### config.mk
export PLATFORM = sky130hd
export DESIGN_NAME = if_stage
export DESIGN_NICKNAME = d
export VERILOG_FILES = /design/src/rtl/if_stage.sv
export SDC_FILE = /design/constraint.sdc
export NUM_CORES = 1
export LEC_CHECK = 0
export CORE_MARGIN = 1.5
export CORE_UTILIZATION = 40
export DETAILED_ROUTE_END_ITERATION = 10
export PLACE_DENSITY = 0.66
export SYNTH_ARGS = -nofsm -noshare
export SYNTH_HDL_FRONTEND = slang
export SYNTH_SLANG_ARGS = --single-unit
### constraint.sdc
create_clock -name clk -period 11.3 [get_ports clk]
set_input_delay 2.26 -clock clk [delete_from_list [all_inputs] [get_ports clk]]
set_output_delay 2.26 -clock clk [all_outputs]
set_load 0.02 [all_outputs]
### src/rtl/if_stage.sv
// Instruction-fetch stage: owns the PC, fetches over a req/ready/rvalid port,
// and drives the IF/ID register with a one-entry skid buffer for ID stalls.
module if_stage #(
  parameter logic [31:0] RESET_PC  = 32'h0000_0000,
  parameter logic [31:0] NOP_INSTR = 32'h0000_0013
) (
  input  logic        clk,
  input  logic        rst_n,
  output logic        imem_req,
  output logic [31:0] imem_addr,
  input  logic        imem_ready,
  input  logic        imem_rvalid,
  input  logic [31:0] imem_rdata,
  input  logic        stall_id,
  input  logic        bxx_flush,
  input  logic [31:0] branch_target,
  input  logic        if_jalr_en,
  input  logic [31:0] jalr_target,
  output logic        id_valid,
  output logic [31:0] id_instr,
  output logic [31:0] id_pc,
  output logic [31:0] id_pc4
);

  typedef enum logic [1:0] {
    S_IDLE = 2'd0,
    S_REQ  = 2'd1,
    S_WAIT = 2'd2,
    S_HOLD = 2'd3
  } state_t;

  state_t      r_state;
  state_t      w_state_nxt;
  logic [31:0] r_pc;
  logic [31:0] r_fetch_pc;
  logic        r_drop;
  logic        r_sk_valid;
  logic [31:0] r_sk_instr;
  logic [31:0] r_sk_pc;
  logic        r_id_valid;
  logic [31:0] r_id_instr;
  logic [31:0] r_id_pc;
  logic [31:0] r_id_pc4;

  logic        w_redirect;
  logic [31:0] w_target;
  logic        w_resp;
  logic        w_resp_good;
  logic        w_resp_drop;
  logic        w_sk_xfer;
  logic        w_req;
  logic        w_accept;

  // A JALR decided in a stalled ID is not yet final, so only the EX flush may redirect then.
  assign w_redirect  = bxx_flush | (if_jalr_en & ~stall_id);
  assign w_target    = (bxx_flush ? branch_target : jalr_target) & 32'hFFFF_FFFC;
  assign w_resp      = (r_state == S_WAIT) & imem_rvalid;
  assign w_resp_good = w_resp & ~r_drop;
  assign w_resp_drop = w_resp & r_drop;
  assign w_sk_xfer   = (r_state == S_HOLD) & r_sk_valid & ~stall_id;
  assign w_accept    = w_req & imem_ready;

  always_ff @(posedge clk or negedge rst_n) begin
    if (!rst_n) begin
      r_state <= S_IDLE;
    end else begin
      r_state <= w_state_nxt;
    end
  end

  always_comb begin
    w_state_nxt = r_state;
    case (r_state)
      S_IDLE: w_state_nxt = S_REQ;
      S_REQ: begin
        if (w_redirect)    w_state_nxt = S_REQ;
        else if (w_accept) w_state_nxt = S_WAIT;
        else               w_state_nxt = S_REQ;
      end
      S_WAIT: begin
        // A redirect with the stale fetch still in flight waits it out and drops it.
        if (w_redirect)         w_state_nxt = imem_rvalid ? S_REQ : S_WAIT;
        else if (w_resp_drop)   w_state_nxt = S_REQ;
        else if (w_resp_good) begin
          if (stall_id)         w_state_nxt = S_HOLD;
          else if (w_accept)    w_state_nxt = S_WAIT;
          else                  w_state_nxt = S_REQ;
        end else                w_state_nxt = S_WAIT;
      end
      S_HOLD: begin
        if (w_redirect || !stall_id) w_state_nxt = S_REQ;
        else                         w_state_nxt = S_HOLD;
      end
      default: w_state_nxt = S_IDLE;
    endcase
  end

  always_comb begin
    w_req = 1'b0;
    if (w_redirect)                      w_req = 1'b0;
    else if (r_state == S_REQ)           w_req = 1'b1;
    else if (w_resp_good && !stall_id)   w_req = 1'b1;
    else                                 w_req = 1'b0;
  end

  assign imem_req  = w_req;
  assign imem_addr = r_pc;

  always_ff @(posedge clk or negedge rst_n) begin
    if (!rst_n) begin
      r_pc       <= RESET_PC;
      r_fetch_pc <= 32'h0000_0000;
      r_drop     <= 1'b0;
    end else begin
      if (w_redirect)    r_pc <= w_target;
      else if (w_accept) r_pc <= r_pc + 32'd4;
      if (w_accept) r_fetch_pc <= r_pc;
      if (w_resp)                                r_drop <= 1'b0;
      else if (w_redirect && r_state == S_WAIT)  r_drop <= 1'b1;
    end
  end

  always_ff @(posedge clk or negedge rst_n) begin
    if (!rst_n) begin
      r_sk_valid <= 1'b0;
      r_sk_instr <= NOP_INSTR;
      r_sk_pc    <= 32'h0000_0000;
    end else if (w_redirect) begin
      r_sk_valid <= 1'b0;
    end else if (w_resp_good && stall_id) begin
      r_sk_valid <= 1'b1;
      r_sk_instr <= imem_rdata;
      r_sk_pc    <= r_fetch_pc;
    end else if (w_sk_xfer) begin
      r_sk_valid <= 1'b0;
    end
  end

  // Flush wins over stall: a redirect always bubbles IF/ID.
  always_ff @(posedge clk or negedge rst_n) begin
    if (!rst_n) begin
      r_id_valid <= 1'b0;
      r_id_instr <= NOP_INSTR;
      r_id_pc    <= 32'h0000_0000;
      r_id_pc4   <= 32'h0000_0004;
    end else if (w_redirect) begin
      r_id_valid <= 1'b0;
      r_id_instr <= NOP_INSTR;
    end else if (w_resp_good && !stall_id) begin
      r_id_valid <= 1'b1;
      r_id_instr <= imem_rdata;
      r_id_pc    <= r_fetch_pc;
      r_id_pc4   <= r_fetch_pc + 32'd4;
    end else if (w_sk_xfer) begin
      r_id_valid <= 1'b1;
      r_id_instr <= r_sk_instr;
      r_id_pc    <= r_sk_pc;
      r_id_pc4   <= r_sk_pc + 32'd4;
    end else if (!stall_id) begin
      r_id_valid <= 1'b0;
      r_id_instr <= NOP_INSTR;
    end
  end

  assign id_valid = r_id_valid;
  assign id_instr = r_id_instr;
  assign id_pc    = r_id_pc;
  assign id_pc4   = r_id_pc4;

endmodule

==> results of run 1 <==
stage by stage:
stage / cell area (um^2) / cells / worst slack, ns
floorplan: 10500 / 1049 / 5.39
global placement: 13000 / 1545 / 3.99
detailed placement: 13000 / 1545 / 3.94
CTS: 13800 / 1589 / 3.94
global route: 13800 / 1591 / 3.76
finish: 13800 / 1592 / 3.92
cell families after synthesis:
logic type	after synthesis	synth area share, %
and+or+nand+nor	376	16.4
DFF	219	52.2
AOI/OAI and AO/OA	218	13.2
muxes	116	11.9
buffers and inverters	78	3.14
xor gates and xnor gates	34	2.83
adders and majority gates	2	0.238
other	1	0.0357
final timing paths:
kind,from,to,cells after the start
worst min-delay path,id_pc4[2]$_DFFE_PN1P_,id_pc4[2]$_DFFE_PN1P_,2
worst max-delay path,imem_rvalid,imem_req,5
max in group asynchronous,rst_n,imem_addr[13]$_DFFE_PN0N_,2
worst max register to register,r_state[0]$_DFF_PN0_,id_pc4[28]$_DFFE_PN0P_,12
worst min register to register,id_pc4[2]$_DFFE_PN1P_,id_pc4[2]$_DFFE_PN1P_,2
min in group asynchronous,rst_n,id_instr[30]$_DFFE_PN0P_,1
metal layers:
layer	vias to the layer above	GRT usage, %	wire [um]
met4	0	5.81	655
met5	-	0	0
met3	45	4.37	2140
met2	308	32.0	12800
li1	4127	-	-
met1	4113	30.7	13000
layout make-up:
class | count | area [um^2]
Antenna cell | 3 | 7.51
Inverter | 4 | 15.0
Clock inverter | 9 | 97.6
Tap cell | 335 | 419
Clock buffer | 35 | 703
Timing Repair Buffer | 235 | 2320
Multi-Input combinational cell | 752 | 4740
Sequential cell | 219 | 5490
Fill cell | 2314 | 12100
registers in the layout, summed over array words and instances (netlist names):
name / count
id_pc4: 30
r_sk_instr: 32
r_sk_pc: 30
r_sk_valid: 1
id_valid: 1
imem_addr: 30
r_fetch_pc: 30
r_drop: 1
id_instr: 32
id_pc: 30
r_state: 2
placed cells by master, fill, tap and decap left out, types with 4 or more instances in the layout:
master / synthesis / layout
a22oi_1: 32 / 32
or3_1: 6 / 6
nor2b_1: 10 / 10
a31oi_1: 10 / 10
conb_1: 1 / 6
o311ai_0: 4 / 4
xor2_1: 15 / 15
nor3_1: 5 / 5
a311oi_1: 5 / 5
nand4_1: 33 / 33
inv_1: 4 / 4
and4_1: 6 / 6
clkbuf_1: 55 / 6
o32a_1: 5 / 5
dfrtp_1: 212 / 212
nor2_1: 25 / 23
a21oi_1: 13 / 12
a211oi_1: 16 / 16
and3_1: 18 / 18
clkbuf_8: 0 / 4
mux2_2: 71 / 71
o21ai_0: 97 / 97
buf_4: 7 / 13
dfstp_2: 7 / 7
nor4_1: 4 / 4
clkbuf_16: 0 / 25
mux2i_1: 45 / 45
o211ai_1: 11 / 11
clkinv_2: 0 / 6
xnor2_1: 19 / 19
nand2_1: 228 / 227
nand3_1: 27 / 27
clkdlybuf4s50_1: 0 / 220
critical path, delay by kind of cell:
family | cells | cell delay, ns
AO/OA/AOI/OAI | 1 | 0.36
buffers and inverters | 2 | 1.21
AND/OR/NAND/NOR | 2 | 1.27
power by group:
part | switching [mW] | internal (mW)
clock | 0.313 | 0.477
sequential | 0.102 | 0.857
combinational | 0.143 | 0.129
total | 0.558 | 1.46
==> run metrics, run 1 <==
# H-tree levels=1; Area contributors post-synth=dfrtp_1 (50%), nand2_1 (8.1%), mux2_2 (7.6%); Remaining DRCs=0; status=complete, no violations; Hold Buf Count CTS=0; Max Freq=135 MHz; Final nets=1341; die area=27200 um^2; vias in the first global route=8309; Synth Area per Inst=10.1 um^2; All-Layer GR Usage=21.1%; initial antenna violation count=3; DR vias=8593; Post-synth ARST share=100%; total CTS buffers=24; PostCTS Resize Cnt=0; Slowest-stage cell, CP=nand2_1; vias per inst=5.40; Worst Max-Slew Pin Slew=1.06 ns; most used cell, CP=clkdlybuf4s50_1; Initial Utilization=40.6%; hpwl dp=19.8 mm; Post-Route Setup TNS=0 ns; drt first-iter violations=756; Setup CP Type=in2out; Layout Skew=0.0213 ns; number of clock sinks=219; CP startpoint kind=primary input; period utilisation layout=65.3%; Min Hold Slack=0.471 ns; Synth warnings=0; Synth Instances=1044; Site Rows=59; final worst path period need=7.38 ns; clock latency at the later pin of the worst-skew pair=0.52 ns; maximum number of pins on one net before global-route repair=109; TritonRoute pass-1 iters=5; gr ovfl total=0; share of cells above drive strength 1=11.2%; critical path capture point type=output pin; Cell variety after synth=61; Required @ worst endpoint=9.04 ns; Die H=165 um; Static Leak=5.88 nW; Critical Path, Cell by Cell=clkdlybuf4s50_1 > and3b_1 > nand2_1 > a21oi_1 > clkdlybuf4s50_1; Placer Congestion=0.843; first-pass GRT wire length=45.6 mm; Arr. time, crit path=5.12 ns; top cells by count, synth=nand2_1 (228), dfrtp_1 (212), o21ai_0 (97); Routed WL per cell=18.0 um; remaining antenna violation count=0; internal reg-to-reg setup slack=7.07 ns; Hold Violations, Final=0; number of synthesized flops with an enable pin=0; drt total wl=28.6 mm; TritonCTS clock tree=built; I/O pin cnt=233; count leader, synth=nand2_1; core footprint=25900 um^2; Post-CTS Repair Setup Buffers=0; I/O Buffers=222; worst min-delay path category=reg2reg; Pwr per Cell Area=146 nW/um^2; post-synthesis sequential area ratio=52.2%; CTS clk-pin slew, worst paths=0.05 ns; largest fanout on the critical path=18; Largest stage delay, worst path=0.70 ns; flops & latches, synth=219; top cell type by total area after synthesis=dfrtp_1; area grow syn2layout=31.3%; Die X=165 um; PnR Total Power=2.02 mW; Final Max Tran Viols=0; Mapped Area=10500 um^2; RSZ-0062 raised after global routing=no; Max Root-Sink Buffers=3; most used flip-flop cell after synthesis=dfrtp_1; CTS root buffer=clkbuf_16; top cell type's share of synthesized area=50.5%; Core Util, Final=53.2%; Rel. slew slack=29.3%; Setup violations, final=0; Max VDD drop=81.4 uV; number of max-cap violations=0
(Power assumes the default switching activity.)
==> inputs of run 2 (changes only) <==
clock period = 7.1 ns   (was 11.3 ns; I/O delays follow)
==> run metrics, run 2 (synthesized netlist as in run 1, its figures left out) <==
status=complete, no violations; Post-CTS Repair Setup Buffers=0 (unchanged); commonest cells after routing, fill and taps aside=nand2_1 (227), clkdlybuf4s50_1 (220), dfrtp_1 (212), o21ai_0 (97), mux2_2 (71); TritonRoute pass-1 iters=6 (+1); internal reg-to-reg setup slack=3.24 ns (-3.83 ns); delay-heaviest family, CP=buffers and inverters; fillers=2330 (+0.69%); Final WS setup=1.94 ns (-1.98 ns); CTS root buffer=clkbuf_16; most used cell, CP=clkdlybuf4s50_1; final worst path period need=5.16 ns; I/O Buffers=222 (unchanged); Hold Violations, Final=0 (unchanged); Arr. time, crit path=3.74 ns (-1.38 ns); Post-Route Setup TNS=0 ns (unchanged); core footprint=25900 um^2 (unchanged); hold endpoint=id_pc4[2]$_DFFE_PN1P_; Remaining DRCs=0 (unchanged); Setup WS pre-CTS=1.83 ns (-2.12 ns); Final nets=1344 (+0.22%); Placer Congestion=0.844 (+0.19%); largest fanout on the critical path=18 (unchanged); gr ovfl total=0 (unchanged); Max VDD drop=164 uV (+100%); RSZ-0062 raised after global routing=no; hpwl dp=20.1 mm (+1.4%); # H-tree levels=1 (unchanged); Die H=165 um (unchanged); Layout Skew=0.00699 ns (-0.0143 ns); worst min-delay path category=reg2reg; Largest stage delay, worst path=0.70 ns (about the same); Critical Path, Cell by Cell=clkdlybuf4s50_1 > and3b_1 > nand2_1 > buf_4 > a21oi_1 > clkdlybuf4s50_1; post-route cell area=13900 um^2 (+0.51%); initial antenna violation count=1 (-2); reg-to-reg critical path endpoint=id_pc4[28]$_DFFE_PN0P_; clock latency at the later pin of the worst-skew pair=0.51 ns (about the same); total CTS buffers=24 (unchanged); TritonCTS clock tree=built; R2R cell count=13 (+1); DR vias=8626 (+0.38%); Pwr per Cell Area=236 nW/um^2 (+61%); CP startpoint kind=primary input; area grow syn2layout=31.9%; Sequential Area=5490 um^2 (unchanged); PostCTS Resize Cnt=0 (unchanged); number of max-cap violations=0 (unchanged); CTS clk-pin slew, worst paths=0.06 ns (about the same); Slowest-stage cell, CP=clkdlybuf4s50_1; vias in the first global route=8447 (+1.7%); Static Leak=5.92 nW (+0.64%); Setup violations, final=0 (unchanged); drt total wl=28.6 mm (about the same); I/O pin cnt=233 (unchanged); share of cells above drive strength 1=11.8% (+0.53 points); Max Root-Sink Buffers=3 (unchanged); critical path capture point type=output pin; Final Max Tran Viols=0 (unchanged); maximum number of pins on one net before global-route repair=119 (+9.2%); number of clock sinks=219 (unchanged); period utilisation layout=72.6%; Rel. slew slack=28.3% (-0.98 points); Multi-input gate area=4740 um^2 (unchanged); Routed WL per cell=17.9 um (about the same); Die X=165 um (unchanged); Core Util, Final=53.5% (+0.27 points); Required @ worst endpoint=5.68 ns (-3.36 ns); Site Rows=59 (unchanged); crit path from=imem_rvalid; worst hold path stage count=2 (unchanged); All-Layer GR Usage=21.0% (-0.15 points); remaining antenna violation count=0 (unchanged); Hold Buf Count CTS=0 (unchanged); die area=27200 um^2 (unchanged); drt first-iter violations=779 (+3.0%); Max Freq=194 MHz; Worst Max-Slew Pin Slew=1.07 ns (+0.0146 ns); worst reg2reg path startpoint=r_state[0]$_DFF_PN0_; most common cell after layout, fill and taps aside=nand2_1; Setup CP Type=in2out; first-pass GRT wire length=45.3 mm (-0.76%); Min-Delay Startpoint=id_pc4[2]$_DFFE_PN1P_; Buffers & Inverters on Critical Path=3 (+1); Initial Utilization=40.6% (unchanged); Post-DP Area=13000 um^2 (+0.17%); vias per inst=5.41 (+0.26%)
-- run 2: worst reg2reg max path: stages (launching register included) --
cell and delay, ns:
dfrtp_1 0.44, nand3b_1 0.49, nor2_4 0.23, buf_4 0.41, nand2_1 0.14, nand2_1 0.08
ha_1 0.29, nand3_1 0.11, or4_4 0.43, a222oi_1 0.36, buf_4 0.24, nand3_4 0.10
o31a_1 0.26, o31ai_1 0.18
-- run 2: how the worst max path moves through the flow --
stage	endpoint	slack, ns	cells after the start
finish	imem_req	1.94	6
global placement	id_pc4[28]$_DFFE_PN0P_	1.85	14
global route	imem_req	1.82	6
CTS	imem_req	1.95	6
detailed placement	id_pc4[28]$_DFFE_PN0P_	1.83	14
floorplan	id_pc4[28]$_DFFE_PN0P_	2.33	16
-- run 2: through the flow --
step,hold WS [ns],instances,power (mW)
after global placement,0.450,1548,1.96
after detailed placement,0.452,1548,1.98
final,0.463,1594,3.27
after floorplan,0.463,1049,1.72
after CTS,0.463,1592,3.30
after global routing,0.495,1592,3.41
-- run 2: where the power goes --
| part | switching [mW] | leakage (nW) | internal (mW) | total, mW |
|---|---|---|---|---|
| clock network | 0.501 | 0.420 | 0.813 | 1.31 |
| registers | 0.162 | 2.90 | 1.36 | 1.53 |
| logic | 0.228 | 2.60 | 0.205 | 0.433 |
| total | 0.891 | 5.92 | 2.38 | 3.27 |
-- run 2: layer usage --
layer / part of all wire, % / GRT usage [%] / up-vias / wire length (um)
li1: - / - / 4117 / -
met1: 46 / 29.7 / 4181 / 13100
met2: 45 / 32.8 / 280 / 13000
met3: 5.9 / 3.42 / 48 / 1680
met4: 2.9 / 7.00 / 0 / 830
met5: 0 / 0 / - / 0
-- run 2: layout make-up --
class	instances	share of cell area [%]
timing repair buffer	238	16.9
sequential	219	39.6
inverter	4	0.108
tap	335	3.02
antenna	2	0.0361
clock inverter	11	0.975
multi-input combinational	752	34.2
clock buffer	33	5.16
==> inputs of run 3 (changes only) <==
clock period = 4.75 ns   (was 7.1 ns; I/O delays follow)
==> run metrics, run 3 (synthesized netlist as in run 1, its figures left out) <==
Clk pwr share=40.8% (+0.7 points); Die H=165 um (unchanged); gr ovfl total=0 (unchanged); Remaining DRCs=0 (unchanged); Post-Route Setup TNS=0 ns (unchanged); met1 Use GR=31.0% (+1.3 points); met3 GRT Util=3.82% (+0.40 points); hpwl dp=19.9 mm (-0.88%); TritonCTS clock tree=built; Final WS setup=0.771 ns (-1.17 ns); Arr. time, crit path=3.03 ns (-0.71 ns); worst min-delay path category=reg2reg; area grow syn2layout=32.8%; commonest cells after routing, fill and taps aside=nand2_1 (227), clkdlybuf4s50_1 (220), dfrtp_1 (212), o21ai_0 (97), mux2_2 (71); met2 Usage GRT=31.9% (-0.91 points); Initial Utilization=40.6% (unchanged); Rel. slew slack=32.5% (+4.2 points); Worst Max-Slew Pin Slew=1.01 ns (-0.0593 ns); Setup WS pre-CTS=0.528 ns (-1.30 ns); number of max-cap violations=0 (unchanged); switching power=1.35 mW (+51%); CP startpoint kind=primary input; I/O pin cnt=233 (unchanged); Max VDD drop=209 uV (+27%); Layout Skew=0.0112 ns (+0.00420 ns); vias per inst=5.39 (-0.46%); combinational share of power=13.2% (about the same); TritonRoute pass-1 iters=5 (-1); most common cell after layout, fill and taps aside=nand2_1; I/O Buffers=222 (unchanged); critical path capture point type=output pin; DR vias=8613 (-0.15%); Power Internal=3.60 mW (+51%); number of clock sinks=219 (unchanged); initial antenna violation count=1 (unchanged); period utilisation layout=83.8%; Post-DP Area=13100 um^2 (+0.58%); Site Rows=59 (unchanged); PnR Total Power=4.95 mW (+51%); All-Layer GR Usage=21.0% (+0.029 points); drt first-iter violations=665 (-15%); first-pass GRT wire length=45.3 mm (about the same); Setup CP Type=in2out; Max Root-Sink Buffers=3 (unchanged); Max Freq=251 MHz; Hold Violations, Final=0 (unchanged); Die X=165 um (unchanged); Post-CTS Repair Setup Buffers=0 (unchanged); clock latency at the later pin of the worst-skew pair=0.52 ns (about the same); remaining antenna violation count=0 (unchanged); post-route cell area=14000 um^2 (+0.64%); GRT busiest layer=met2; Pwr per Cell Area=355 nW/um^2 (+50%); fillers=2336 (+0.26%); largest fanout on the critical path=11 (-7); Required @ worst endpoint=3.80 ns (-1.88 ns); CTS clk-pin slew, worst paths=0.06 ns (about the same); CTS root buffer=clkbuf_16; sequential share of power=46.0% (-0.6 points); PostCTS Resize Cnt=0 (unchanged); # H-tree levels=1 (unchanged); Routed WL per cell=17.9 um (-0.40%); Final nets=1349 (+0.37%); Setup violations, final=0 (unchanged); maximum number of pins on one net before global-route repair=128 (+7.6%); share of cells above drive strength 1=12.1% (+0.35 points); die area=27200 um^2 (unchanged); status=complete, no violations; Final Max Tran Viols=0 (unchanged); Core Util, Final=53.8% (+0.34 points); Hold Buf Count CTS=0 (unchanged); RSZ-0062 raised after global routing=no; Static Leak=5.97 nW (+0.91%); final worst path period need=3.98 ns; Placer Congestion=0.861 (+1.9%); drt total wl=28.6 mm (about the same); vias in the first global route=8239 (-2.5%); total CTS buffers=24 (unchanged); Switching Share=27.2% (about the same); core footprint=25900 um^2 (unchanged)
-- run 3: changes by cell type in the layout (fill, tap and decap cells not counted) --
| cell | before | now |
|---|---|---|
| clkbuf_8 | 6 | 5 |
| bufinv_16 | 3 | 4 |
| clkinvlp_4 | 2 | 1 |
| buf_12 | 0 | 3 |
| clkinv_2 | 6 | 7 |
| buf_4 | 16 | 18 |
-- run 3: layout make-up --
class	count	area, um^2	area share (%)
diodes	2	5.00	0.0359
inverters	4	15.0	0.108
well taps	335	419	3.00
clock buffers	32	702	5.03
repair buffers	243	2420	17.3
multi-input cells	752	4740	34.0
flip-flops and latches	219	5490	39.3
clock inverters	12	163	1.17
-- run 3: worst max-delay path, stage by stage --
cell	delay, ns
clkdlybuf4s50_1	0.51
and3b_1	0.19
nand2_1	0.24
buf_4	0.29
a21oi_1	0.15
clkdlybuf4s50_1	0.69
-- run 3: final timing paths --
path                                        from                         to  slack [ns]  cells past startpoint
setup / recovery                     imem_rvalid                   imem_req        0.77                      6
hold / removal             id_pc4[2]$_DFFE_PN1P_      id_pc4[2]$_DFFE_PN1P_        0.46                      2
setup reg to reg            r_state[0]$_DFF_PN0_     id_pc4[28]$_DFFE_PN0P_        1.52                     12
hold reg to reg            id_pc4[2]$_DFFE_PN1P_      id_pc4[2]$_DFFE_PN1P_        0.46                      2
max in group asynchronous                  rst_n  r_fetch_pc[6]$_DFFE_PN0P_        3.12                      2
min in group asynchronous                  rst_n   id_instr[27]$_DFFE_PN0P_        0.55                      1
-- run 3: power by group through the flow --
stage,Combinational (mW),Clock [mW],Sequential [mW]
3_5_place_dp,0.658,0,2.30
2_1_floorplan,0.311,0,2.26
5_1_grt,0.724,2.15,2.30
3_3_place_gp,0.648,0,2.29
4_1_cts,0.663,2.05,2.27
6_report,0.656,2.02,2.28
-- run 3: metrics by stage --
step | instances | hold WS (ns)
5_1_grt | 1597 | 0.490
3_5_place_dp | 1553 | 0.452
6_report | 1599 | 0.461
2_1_floorplan | 1049 | 0.463
3_3_place_gp | 1553 | 0.447
4_1_cts | 1597 | 0.462
-- run 3: routing by layer --
layer	up-vias	wire length [um]
met4	0	498
met2	260	12900
met1	4178	13500
met5	-	0
li1	4138	-
met3	37	1710
==> RTL change 1 (settings of run 3) <==
Re-encode `state_t` (4 states) as one-hot, 4 bits wide.
--- a/src/rtl/if_stage.sv
+++ b/src/rtl/if_stage.sv
@@ -23,9 +23,9 @@
 );
 
-  typedef enum logic [1:0] {
-    S_IDLE = 2'd0,
-    S_REQ  = 2'd1,
-    S_WAIT = 2'd2,
-    S_HOLD = 2'd3
+  typedef enum logic [3:0] {
+    S_IDLE = 4'b0001,
+    S_REQ  = 4'b0010,
+    S_WAIT = 4'b0100,
+    S_HOLD = 4'b1000
   } state_t;
 
Formal check against the unedited RTL: no difference found for any inputs over 4 cycles, from zero or initial values and one cycle with rst_n low; so few cycles prove little.
==> RTL change 1 against run 3 <==
Worst hold slack got worse by 0.0069 ns; sequential cell count increased by 2; setup slack got worse by 0.024 ns; cell area increased by 2.8%; power increased by 2.6%; area after synthesis increased by 4.1%; sequential share of layout area decreased by 0.72 points; maximum frequency decreased by 0.61%; register-to-register slack got worse by 0.05 ns; critical path depth decreased by 1; synthesized cell count increased by 0.57%; wire length increased by 3.5%; critical endpoint unchanged; largest cell class unchanged.
==> RTL change 1: results (changes against run 3) <==
** Placement
- Last weighted congestion value of the routability-driven placer :: 0.867 (+0.72%)
- HPWL after detailed placement :: 21,000 um (+5.1%)
- The number of port buffers was 222 (unchanged).

** Global routing
- Maximum number of pins on one net before global-route repair :: 119 (-7.0%)
- Antenna violations before repair :: 1 (unchanged)
- The total routing usage reported by global routing came to 21.0% (about the same).
- Global-route wire length before repair :: 48,100 um (+6.1%)
- The number of global-route vias before repair is 8,838 (+7.3%).

** STA
- Worst slew margin relative to its limit :: 36.2% (+3.6 points)
- The setup TNS came to 0 ns (unchanged).
- The count of endpoints failing hold in the final timing report came to 0 (unchanged).
- The clock tree skew after final layout was 0.0255 ns (+0.0143 ns).

** Worst hold path
- Worst hold path class :: flip-flop to flip-flop
- Hold Startpoint :: id_pc4[2]$_DFFE_PN1P_

** Finish
- Layout fillers :: 2,448 (+4.8%)
- Number of nets in the layout :: 1,354 (+0.37%)
- Share of post-route cells with drive strength above 1 :: 15.1% (+3.0 points)

** Drt
- Drt wl/cell :: 18.4 um (+2.8%)
- Number of optimization iterations in the first detailed-route pass :: 8 (+3)
- The total vias in the final route was 8,964 (+4.1%).
- Initial DRC count :: 677 (+1.8%)

** Clock network
- CTS Buf Count :: 24 (unchanged)
- Max clock buf depth :: 3 (unchanged)
- The clock latency on the worst-skew pair came to 0.52 ns (about the same).
- Depth of the CTS H-tree :: 1 (unchanged)
- The total of cells resized after clock tree synthesis came to 0 (unchanged).
- In this run the clock root is driven by a clkbuf_16.
- Buffers inserted by post-CTS timing repair :: 0 (unchanged)
- The post-CTS clock slew at the launch and capture registers of the worst setup and hold paths was 0.06 ns (about the same).

** Logic synthesis
- The async set or reset register ratio after synthesis came to 100% (unchanged).
- Ranked by instance count, the synthesized netlist is headed by 213 x dfrtp_1, 128 x nand2_1, 96 x mux2_2, 85 x o21ai_0, 47 x clkbuf_1.
- By area the synthesized netlist is led by dfrtp_1 49%, mux2_2 9.9%, nand2_1 4.4%, o21ai_0 3.9%, a22oi_1 2.3%.
- The number of unique standard cell types used by synthesis is 66 (+8.2%).
- The sequential-to-total area share from yosys stat was 50.7% (-1.6 points).
- The number of warnings reported in the yosys synthesis log was 0 (unchanged).

** Status
- The flow ran to the end, and the final reports show no timing, DRC or antenna violations.

** Power
- The static leakage power came to 5.79 nW (-3.1%).
- Max VDD drop :: 0.000200 V (-4.3%)

** Setup path
- Data arrival time of the critical path :: 3.05 ns (+0.02 ns)
- Tracing the worst setup path back leads to its startpoint at stall_id.
- The highest net fanout along the worst path came to 9 (-2).
- Startpoint of the worst-slack reg-to-reg timing path :: r_state[3]$_DFF_PN0_
RTL change 1: through the flow:
stage	hold slack [ns]	instances	total power, W	instance area, um2	setup slack (ns)
4_1_cts	0.459	1608	0.00512	14300	0.700
2_1_floorplan	0.464	1055	0.00275	11000	0.904
5_1_grt	0.473	1608	0.00531	14300	0.642
6_report	0.454	1609	0.00508	14300	0.747
3_5_place_dp	0.449	1564	0.00318	13500	0.572
3_3_place_gp	0.448	1564	0.00315	13500	0.637
RTL change 1: routing by layer:
metal	share of wire [%]	routed length (um)	GRT usage, %	vias to the layer above
li1	-	-	-	4283
met1	46	13500	30.1	4314
met2	45	13200	32.5	321
met3	7.2	2130	4.16	46
met4	2.3	686	5.59	0
met5	0	0	0	-
RTL change 1: cells by family after synthesis:
group | Yosys count | share of synthesized area (%)
AOI/OAI and AO/OA | 260 | 15.5
adders and majority gates | 2 | 0.229
xor gates and xnor gates | 33 | 2.64
DFF | 221 | 50.7
other | 1 | 0.0343
muxes | 115 | 11.6
buffers and inverters | 86 | 3.43
and+or+nand+nor | 332 | 15.9
RTL change 1: final timing paths:
path	to	slack [ns]	cells after the start
setup reg to reg	id_pc4[30]$_DFFE_PN0P_	1.47	12
setup / recovery	imem_req	0.75	5
max in group asynchronous	id_instr[15]$_DFFE_PN0P_	3.22	2
hold / removal	id_pc4[2]$_DFFE_PN1P_	0.45	2
hold reg to reg	id_pc4[2]$_DFFE_PN1P_	0.45	2
min in group asynchronous	imem_addr[11]$_DFFE_PN0N_	0.47	1
RTL change 1: cell type report:
| class | instances | area (um2) | share of cell area (%) |
|---|---|---|---|
| multi-input cells | 748 | 5090 | 35.5 |
| clock buffers | 32 | 712 | 4.96 |
| well taps | 341 | 427 | 2.97 |
| clock inverters | 12 | 128 | 0.890 |
| inverters | 8 | 30.0 | 0.209 |
| repair buffers | 246 | 2410 | 16.8 |
| diodes | 1 | 2.50 | 0.0174 |
| flip-flops and latches | 221 | 5540 | 38.6 |
RTL change 1: critical path: stages:
cell and delay (ns):
clkdlybuf4s50_1 0.58, nor3_2 0.26, nand2_1 0.24, a21oi_1 0.34, clkdlybuf4s50_1 0.67
RTL change 1: report_power, final:
part	switching (W)	internal, W	leakage [nW]
clock	0.000759	0.00117	0.419
sequential	0.000349	0.00208	2.93
combinational	0.000362	0.000367	2.44
==> RTL change 2 (config.mk and constraints of run 3) <==
Without the edit above. Set the parameter `NOP_INSTR` to 32'h00000009 (it was 32'h0000_0013).
--- a/src/rtl/if_stage.sv
+++ b/src/rtl/if_stage.sv
@@ -3,5 +3,5 @@
 module if_stage #(
   parameter logic [31:0] RESET_PC  = 32'h0000_0000,
-  parameter logic [31:0] NOP_INSTR = 32'h0000_0013
+  parameter logic [31:0] NOP_INSTR = 32'h00000009
 ) (
   input  logic        clk,
Function: changed (Yosys sat finds a counterexample within 4 cycles, from zero or initial values and one cycle with rst_n low).
==> RTL change 2 against run 3 <==
Global-route usage down 0.19 points; sequential power up 3%; utilization down 0.63 points; setup slack better by 0.26 ns; area after synthesis up 0.83%; power down 2.4%; count of clock-buffer cells in the layout up 1; sequential cell count unchanged; wire length up 0.64%; clock skew up 0.0031 ns; cell area down 0.60%; maximum frequency up 7.1%; largest cell class unchanged; largest power group unchanged.
==> RTL change 2: results (changes against run 3) <==
** Placement
- The detailed-placement wirelength estimate came to 20,400 um (+2.3%).
- Setup slack at placement :: 0.745 ns (+0.217 ns)
- Placed inst area :: 0.0131 mm2 (+0.34%)
- Cells after DPL :: 1,541 (-0.77%)
- The routability-driven placement congestion ratio is 0.842 (-2.1%).

** Global routing
- Met3 Use GR :: 4.29% (+0.47 points)
- Global-route met1 utilization :: 29.7% (-1.3 points)
- Number of global-route vias before repair :: 8,305 (+0.80%)
- Met2 track demand over resource :: 32.2% (+0.28 points)
- The total routing usage reported by global routing came to 20.8% (-0.19 points).
- Global-route wire length before repair :: 46,300 um (+2.1%)
- The pin count of the biggest net entering global routing was 102 (-20%).

** Setup path
- Count of cells along the worst register-to-register path :: 7 (-5)
- Launch point of the worst path :: stall_id
- The highest net fanout along the worst path came to 8 (-3).
- Data arrival time of the critical path :: 2.77 ns (-0.26 ns)
- Worst-case register-to-register setup slack :: 1.85 ns (+0.33 ns)
- Capture instance of the worst register-to-register path :: id_pc4[16]$_DFFE_PN0P_

** Finish
- The count of nets after finishing is 1,336 (-0.96%).
- The ratio of cells with drive above 1 in the final layout came to 13.1% (+0.95 points).

** Logic synthesis
- Mapped Avg Cell Area :: 10.3 um2 (+2.3%)
- Sequential cell area fraction in the yosys report :: 51.8% (-0.46 points)
- The number of unique standard cell types used by synthesis is 58 (-4.9%).
- The async set or reset register ratio after synthesis came to 100% (unchanged).
- Adder-cell area share of the yosys netlist :: 0.236% (-0.0020 points)
- Xor and xnor fraction of the mapped netlist area :: 3.80% (+0.97 points)
- Post-synthesis compound-gate area fraction :: 13.8% (+0.56 points)
- Leading cell types by count after synthesis :: 214 x dfrtp_1, 143 x nand2_1, 89 x mux2_2, 88 x o21ai_0, 44 x clkbuf_1

** Drt
- The routed wire length on met3 was 2040 um (+19%).
- The first-iteration detailed-routing DRC count came to 615 (-7.5%).
- The overall routed net length is 28,800 um (+0.64%).
- Drt wl/cell :: 18.2 um (+1.7%)
- Detailed-route vias per instance :: 5.36 (-0.41%)

** Power
- Max VDD drop :: 0.000184 V (-12%)
- The static leakage power is 5.78 nW (-3.3%).

** Clock network
- The number of buffers inserted during clock tree synthesis was 23 (-4.2%).

** Status
- The flow ran to the end, and the final reports show no timing, DRC or antenna violations.

** STA
- Clk_skew :: 0.0143 ns (+0.00312 ns)
- Post-Route Hold Slack :: 0.453 ns (-0.00799 ns)
- Pin slew with the least headroom to its limit :: 0.976 ns (-0.0359 ns)
- Highest clock rate :: 269 MHz (+7.1%)

** Worst hold path
- Worst hold path class :: input pin to async pin
[RTL change 2: cell types whose count changed after synthesis, sizes merged, moves of 10 or more]
cell | before | now
a211oi | 16 | 29
a21oi | 13 | 38
clkbuf | 55 | 44
mux2 | 71 | 89
mux2i | 45 | 28
nand2 | 228 | 143
nor2 | 25 | 38
nor2b | 10 | 29
nor3 | 5 | 17
xnor2 | 19 | 29
[RTL change 2: layout make-up]
type / count / area [um2]
diodes: 1 / 2.50
clock buffers: 33 / 673
well taps: 335 / 419
flip-flops and latches: 219 / 5490
inverters: 10 / 37.5
clock inverters: 8 / 65.1
fillers: 2383 / 12200
multi-input cells: 735 / 4810
repair buffers: 242 / 2370
[RTL change 2: power by group]
| part | leakage [nW] | total [W] | internal, W | switching, W |
|---|---|---|---|---|
| Combinational | 2.52 | 0.000724 | 0.000371 | 0.000354 |
| Clock | 0.373 | 0.00176 | 0.00104 | 0.000727 |
| Sequential | 2.88 | 0.00235 | 0.00206 | 0.000282 |
